File: src/rtl/fetch_sequencer_pkg.sv
// Definitions shared by the fetch sequencer and the fetch unit: default widths and the
// encoding of the sequencer states.
package fetch_sequencer_pkg;

    localparam int DEF_ADDR_W = 32;
    localparam int DEF_CNT_W  = 16;

    typedef enum logic [1:0] {
        RUN   = 2'd0,
        WAIT  = 2'd1,
        FLUSH = 2'd2,
        HALT  = 2'd3
    } seqState_t;

endpackage

File: src/rtl/fetch_sequencer_redirect_arbiter.sv
// Picks the redirect to apply this cycle. The EX branch is the older instruction, so it
// beats the ID jump. A jump seen during a load-use stall is ignored because the hazard
// unit presents it again once the stall clears.
module redirect_arbiter #(
    parameter int ADDR_W = 32
) (
    input  logic              branchTaken,
    input  logic [ADDR_W-1:0] branchTarget,
    input  logic              jumpValid,
    input  logic [ADDR_W-1:0] jumpTarget,
    input  logic              stallReq,
    output logic              redirectValid,
    output logic [ADDR_W-1:0] redirectTarget
);

    always_comb begin
        redirectValid  = 1'b0;
        redirectTarget = '0;
        if (branchTaken) begin
            redirectValid  = 1'b1;
            redirectTarget = branchTarget;
        end else if (jumpValid && !stallReq) begin
            redirectValid  = 1'b1;
            redirectTarget = jumpTarget;
        end
    end

endmodule

File: src/rtl/fetch_sequencer.sv
// Fetch control. Drives the fetch unit's PC enable and redirect mux, parks a redirect
// while instruction memory is busy, and generates the IF/ID enable and flush controls.
module fetch_sequencer
    import fetch_sequencer_pkg::*;
#(
    parameter int ADDR_W       = DEF_ADDR_W,
    parameter int FLUSH_CYCLES = 1,
    parameter int CNT_W        = DEF_CNT_W
) (
    input  logic              Clk,
    input  logic              Reset,
    input  logic              Branch_Taken,
    input  logic [ADDR_W-1:0] Branch_Target,
    input  logic              Jump_Valid,
    input  logic [ADDR_W-1:0] Jump_Target,
    input  logic              Stall_Req,
    input  logic              Imem_Ready,
    input  logic              Halt_Req,
    output logic              PCWrite,
    output logic              Jump,
    output logic [ADDR_W-1:0] NewPC,
    output logic              IFID_Write,
    output logic              IFID_Flush,
    output logic              Halted,
    output logic [CNT_W-1:0]  Redirect_Count
);

    localparam bit         USE_FLUSH  = (FLUSH_CYCLES > 1);
    localparam logic [1:0] FLUSH_LOAD = 2'(FLUSH_CYCLES - 1);

    seqState_t         state;
    seqState_t         nextState;
    logic              pendValid;
    logic [ADDR_W-1:0] pendTarget;
    logic [1:0]        flushLeft;
    logic [CNT_W-1:0]  redirectCount;

    logic              arbValid;
    logic [ADDR_W-1:0] arbTarget;
    logic              effValid;
    logic [ADDR_W-1:0] effTarget;
    logic              applyRedirect;
    logic              capturePend;

    redirect_arbiter #(.ADDR_W(ADDR_W)) u_arbiter (
        .branchTaken   (Branch_Taken),
        .branchTarget  (Branch_Target),
        .jumpValid     (Jump_Valid),
        .jumpTarget    (Jump_Target),
        .stallReq      (Stall_Req),
        .redirectValid (arbValid),
        .redirectTarget(arbTarget)
    );

    // A redirect arriving this cycle is younger than the parked one, so it replaces it.
    assign effValid  = arbValid | pendValid;
    assign effTarget = arbValid ? arbTarget : pendTarget;

    always_comb begin
        nextState     = state;
        PCWrite       = 1'b0;
        Jump          = 1'b0;
        NewPC         = '0;
        IFID_Write    = 1'b0;
        IFID_Flush    = 1'b0;
        applyRedirect = 1'b0;
        capturePend   = 1'b0;
        if (!Reset) begin
            IFID_Flush = 1'b1;
            nextState  = RUN;
        end else if (state == HALT) begin
            IFID_Flush = 1'b1;
        end else if (effValid) begin
            IFID_Flush = 1'b1;
            if (Imem_Ready) begin
                PCWrite       = 1'b1;
                Jump          = 1'b1;
                NewPC         = effTarget;
                IFID_Write    = 1'b1;
                applyRedirect = 1'b1;
                nextState     = USE_FLUSH ? FLUSH : RUN;
            end else begin
                capturePend = 1'b1;
                nextState   = WAIT;
            end
        end else if (state == FLUSH) begin
            PCWrite    = Imem_Ready;
            IFID_Write = Imem_Ready;
            IFID_Flush = 1'b1;
            if (flushLeft <= 2'd1) begin
                nextState = RUN;
            end
        end else if (!Imem_Ready) begin
            IFID_Flush = 1'b1;
            nextState  = WAIT;
        end else if (Stall_Req) begin
            nextState = RUN;
        end else if (Halt_Req) begin
            IFID_Flush = 1'b1;
            nextState  = HALT;
        end else begin
            PCWrite    = 1'b1;
            IFID_Write = 1'b1;
            nextState  = RUN;
        end
    end

    always_ff @(posedge Clk or negedge Reset) begin
        if (!Reset) begin
            state         <= RUN;
            pendValid     <= 1'b0;
            pendTarget    <= '0;
            flushLeft     <= 2'd0;
            redirectCount <= '0;
        end else begin
            state <= nextState;
            if (applyRedirect) begin
                pendValid <= 1'b0;
            end else if (capturePend) begin
                pendValid  <= 1'b1;
                pendTarget <= effTarget;
            end
            if (applyRedirect) begin
                flushLeft <= FLUSH_LOAD;
            end else if (state == FLUSH && flushLeft != 2'd0) begin
                flushLeft <= flushLeft - 2'd1;
            end
            // The counter sticks at all-ones instead of wrapping.
            if (applyRedirect && redirectCount != '1) begin
                redirectCount <= redirectCount + CNT_W'(1);
            end
        end
    end

    assign Halted         = (state == HALT);
    assign Redirect_Count = redirectCount;

endmodule

File: config.mk
export PLATFORM = sky130hd
export DESIGN_NAME = fetch_sequencer
export DESIGN_NICKNAME = d
export VERILOG_FILES = /design/src/rtl/fetch_sequencer_pkg.sv /design/src/rtl/fetch_sequencer_redirect_arbiter.sv /design/src/rtl/fetch_sequencer.sv
export SDC_FILE = /design/constraint.sdc
export NUM_CORES = 1
export LEC_CHECK = 0
export CORE_ASPECT_RATIO = 1.2
export CORE_MARGIN = 2
export CORE_UTILIZATION = 47
export CTS_BUF_LIST = sky130_fd_sc_hd__clkbuf_16
export DETAILED_ROUTE_END_ITERATION = 6
export GPL_ROUTABILITY_DRIVEN = 0
export PLACE_DENSITY = 0.87
export SYNTH_ARGS = -nofsm -noshare
export SYNTH_HDL_FRONTEND = slang
export SYNTH_SLANG_ARGS = --single-unit
File: constraint.sdc
create_clock -name Clk -period 2.1 [get_ports Clk]
set_input_delay 0.42 -clock Clk [delete_from_list [all_inputs] [get_ports Clk]]
set_output_delay 0.42 -clock Clk [all_outputs]
set_load 0.01 [all_outputs]
==> impl_metrics.py <==
metrics = {
    "timing": {
        "tightest_slew_ns": 0.733,
        "fin_tns_setup_ns": -0.00112,
        "setup_ws_ns": -0.00112,
        "fin_hold_ws_ns": 0.416,
        "fmax_mhz": 476,
        "rsz0062_at_grt": "yes",
        "clock_skew_ns": 0.00345,
        "period_share_pct": 100,
        "setup_viol": 1,
        "hold_viol_final": 0,
        "fin_crit_ns": 2.10,
        "max_slew_margin_pct": 51.1,
        "slew_viol_final": 0,
    },
    "synth": {
        "synth_area_leader_cell": "dfrtp_1",
        "synth_edf_count": 0,
        "synth_warnings": 0,
        "ys_seq_area_share_pct": 34.6,
        "syn_inst": 478,
        "avgSynthCellArea_um2": 8.03,
        "synthArstFlopShare_pct": 100,
        "syn-num-nets": 552,
        "synth_top_area_share_pct": 34.6,
        "syn-cell-area_um2": 3840,
        "synth-seq-cells": 53,
        "ys_types": 36,
        "yosys-top-cells-area": "dfrtp_1 35%, nand2_1 9.8%, o221a_2 9.4%",
        "synth_ff_type": "dfrtp_1",
    },
    "setup_path": {
        "cpPeakStageDelay_ns": 0.38,
        "crit_required_ns": 1.68,
        "slowest_stage": "dfrtp_1",
        "crit_chain": "a21bo_1 > a211o_4 > buf_12 > a21oi_1 > buf_2",
        "worstSetupPathType": "register to output pin",
        "cp.arrival_ns": 1.68,
        "start_kind": "register",
        "crit_path_end_kind": "output pin",
        "path_max_fanout": 21,
    },
    "cells_and_area": {
        "fin_util_pct": 73.1,
        "ff_latch_area_um2": 1330,
        "multiInputGateArea_um2": 2370,
        "antenna_cells": 0,
        "fin_nets": 718,
        "drive_gt1_share_pct": 27.9,
        "fill_cells": 588,
        "final_cell_mix": "99 x nand2_1, 82 x clkdlybuf4s50_1, 64 x buf_4, 53 x dfrtp_1",
        "mostFrequentLayoutCell": "nand2_1",
        "area_growth_pct": 52.7,
    },
    "grt": {
        "grt_max_degree": 57,
        "grt_pass1_vias": 4436,
        "grt_pass1_wl_um": 21100,
        "grt_use_total_pct": 29.5,
        "antenna_found_initial": 0,
        "gr-total-overflow": 0,
    },
    "power": {
        "p_leak_nw": 2.65,
        "p_per_area_nw_per_um2": 588,
        "ir_drop_v": 0.000488,
        "finalPower_mw": 3.45,
    },
    "drt": {
        "finalWirelength_um": 13400,
        "vias": 4441,
        "viasPerCell": 6.00,
        "drc": 0,
        "first_pass_iters": 5,
        "ant_nets": 0,
        "first_iter_violations": 351,
        "routedWlPerCell_um": 18.1,
    },
    "placement": {
        "dp_hpwl_um": 8600,
        "dp_slack_ns": -0.644,
        "port_buffers": 123,
    },
    "outcome": {
        "run_status": "finished, violations left",
        "failed_checks": "setup timing",
    },
    "floorplanning": {
        "ios": 124,
        "start_util_pct": 47.9,
        "core_area_um2": 8020,
        "fp.dieArea_um2": 8910,
        "die_y_um": 103,
        "die_x_um": 86.5,
        "rows": 36,
    },
    "clock_tree": {
        "htree_num_levels": 2,
        "cts_tree": "built",
        "cts_hold_buf": 0,
        "cts_root_buf": "clkbuf_16",
        "cts_buffer_depth": 2,
        "clk_pin_slew_worst_paths_ns": 0.07,
        "cts_inserted_buffers": 5,
        "clk_latency_ns": 0.28,
        "clock_sinks": 53,
    },
    "worst_hold_path": {
        "min_path_type": "primary input to async pin",
    },
    "flow_run": {
        "max_cap_viol_count": 0,
    },
}
registers in the layout (all words and copies together), names as in the netlist:
name	flops
Redirect_Count	16
flushLeft	2
pendTarget	32
pendValid	1
state	2
metrics by stage:
stage	cells	instance area, um2
4_1_cts	738	5810
5_1_grt	740	5860
2_1_floorplan	478	3840
3_5_place_dp	715	5550
6_report	740	5860
3_3_place_gp	715	5550
routing by layer:
| metal | GRT usage, % | share of wire (%) | vias up |
|---|---|---|---|
| li1 | - | - | 2064 |
| met1 | 35.5 | 39 | 2152 |
| met2 | 53.6 | 52 | 204 |
| met3 | 5.04 | 7.3 | 21 |
| met4 | 9.13 | 1.5 | 0 |
| met5 | 0 | 0 | - |
area by class of cell:
| type | count | area share (%) |
|---|---|---|
| multi-input combinational | 371 | 40.5 |
| timing repair buffer | 207 | 32.2 |
| sequential | 53 | 22.6 |
| clock inverter | 3 | 0.192 |
| clock buffer | 5 | 2.13 |
| tap | 95 | 2.03 |
| inverter | 6 | 0.384 |
cell families (layout without fill, tap and decap cells):
group	after synthesis	count (layout)	share of synthesized area (%)
buf+inv	54	221	6.13
xor+xnor	16	16	3.65
compound gates	139	139	28.2
simple gates	212	212	26.2
mux	1	1	0.293
flops	53	53	34.6
fa+ha+maj	3	3	0.978
path summary, 6_finish.rpt:
path                       startpoint                end  slack, ns  cells after the start
max                          state[0]           NewPC[1]     -0.001                      5
min                             Reset       flushLeft[1]       0.42                      3
max reg2reg                  state[0]  Redirect_Count[9]       0.13                      6
min reg2reg                 pendValid          pendValid       0.49                      1
max in group asynchronous       Reset     pendTarget[12]       1.20                      3
min in group Clk            pendValid          pendValid       0.49                      1
Yosys cell counts, types with 3 or more instances:
cell	n
nand2_1	100
dfrtp_1	53
nor2_1	38
nor4_1	38
a21oi_1	35
clkbuf_1	34
a21o_1	33
o21bai_1	32
o221a_2	32
xor2_1	11
nand3_1	8
inv_1	6
nand4_1	6
and4_1	5
buf_1	5
buf_2	5
xnor2_1	5
nor3_1	4
buf_6	3
ha_1	3
power breakdown:
group	switching, mW	leakage (nW)	internal (mW)
combinational	0.551	1.89	0.712
clock	0.357	0.0776	0.430
sequential	0.196	0.682	1.20
total	1.10	2.65	2.34
timing repair:
item / in CTS / in global routing
setup buffers: 10 / 2
endpoints found under the setup margin: 60 / 36
cloned: 5 / 1
pin swaps: 5 / 6
gates resized for setup: 161 / 18
worst max-delay path, delay by kind of cell, from the launching register on:
| family | cells | cell delay, ns |
|---|---|---|
| flops | 1 | 0.38 |
| compound gates | 3 | 0.68 |
| buf+inv | 2 | 0.32 |
Power figures use the tool's default switching activity.
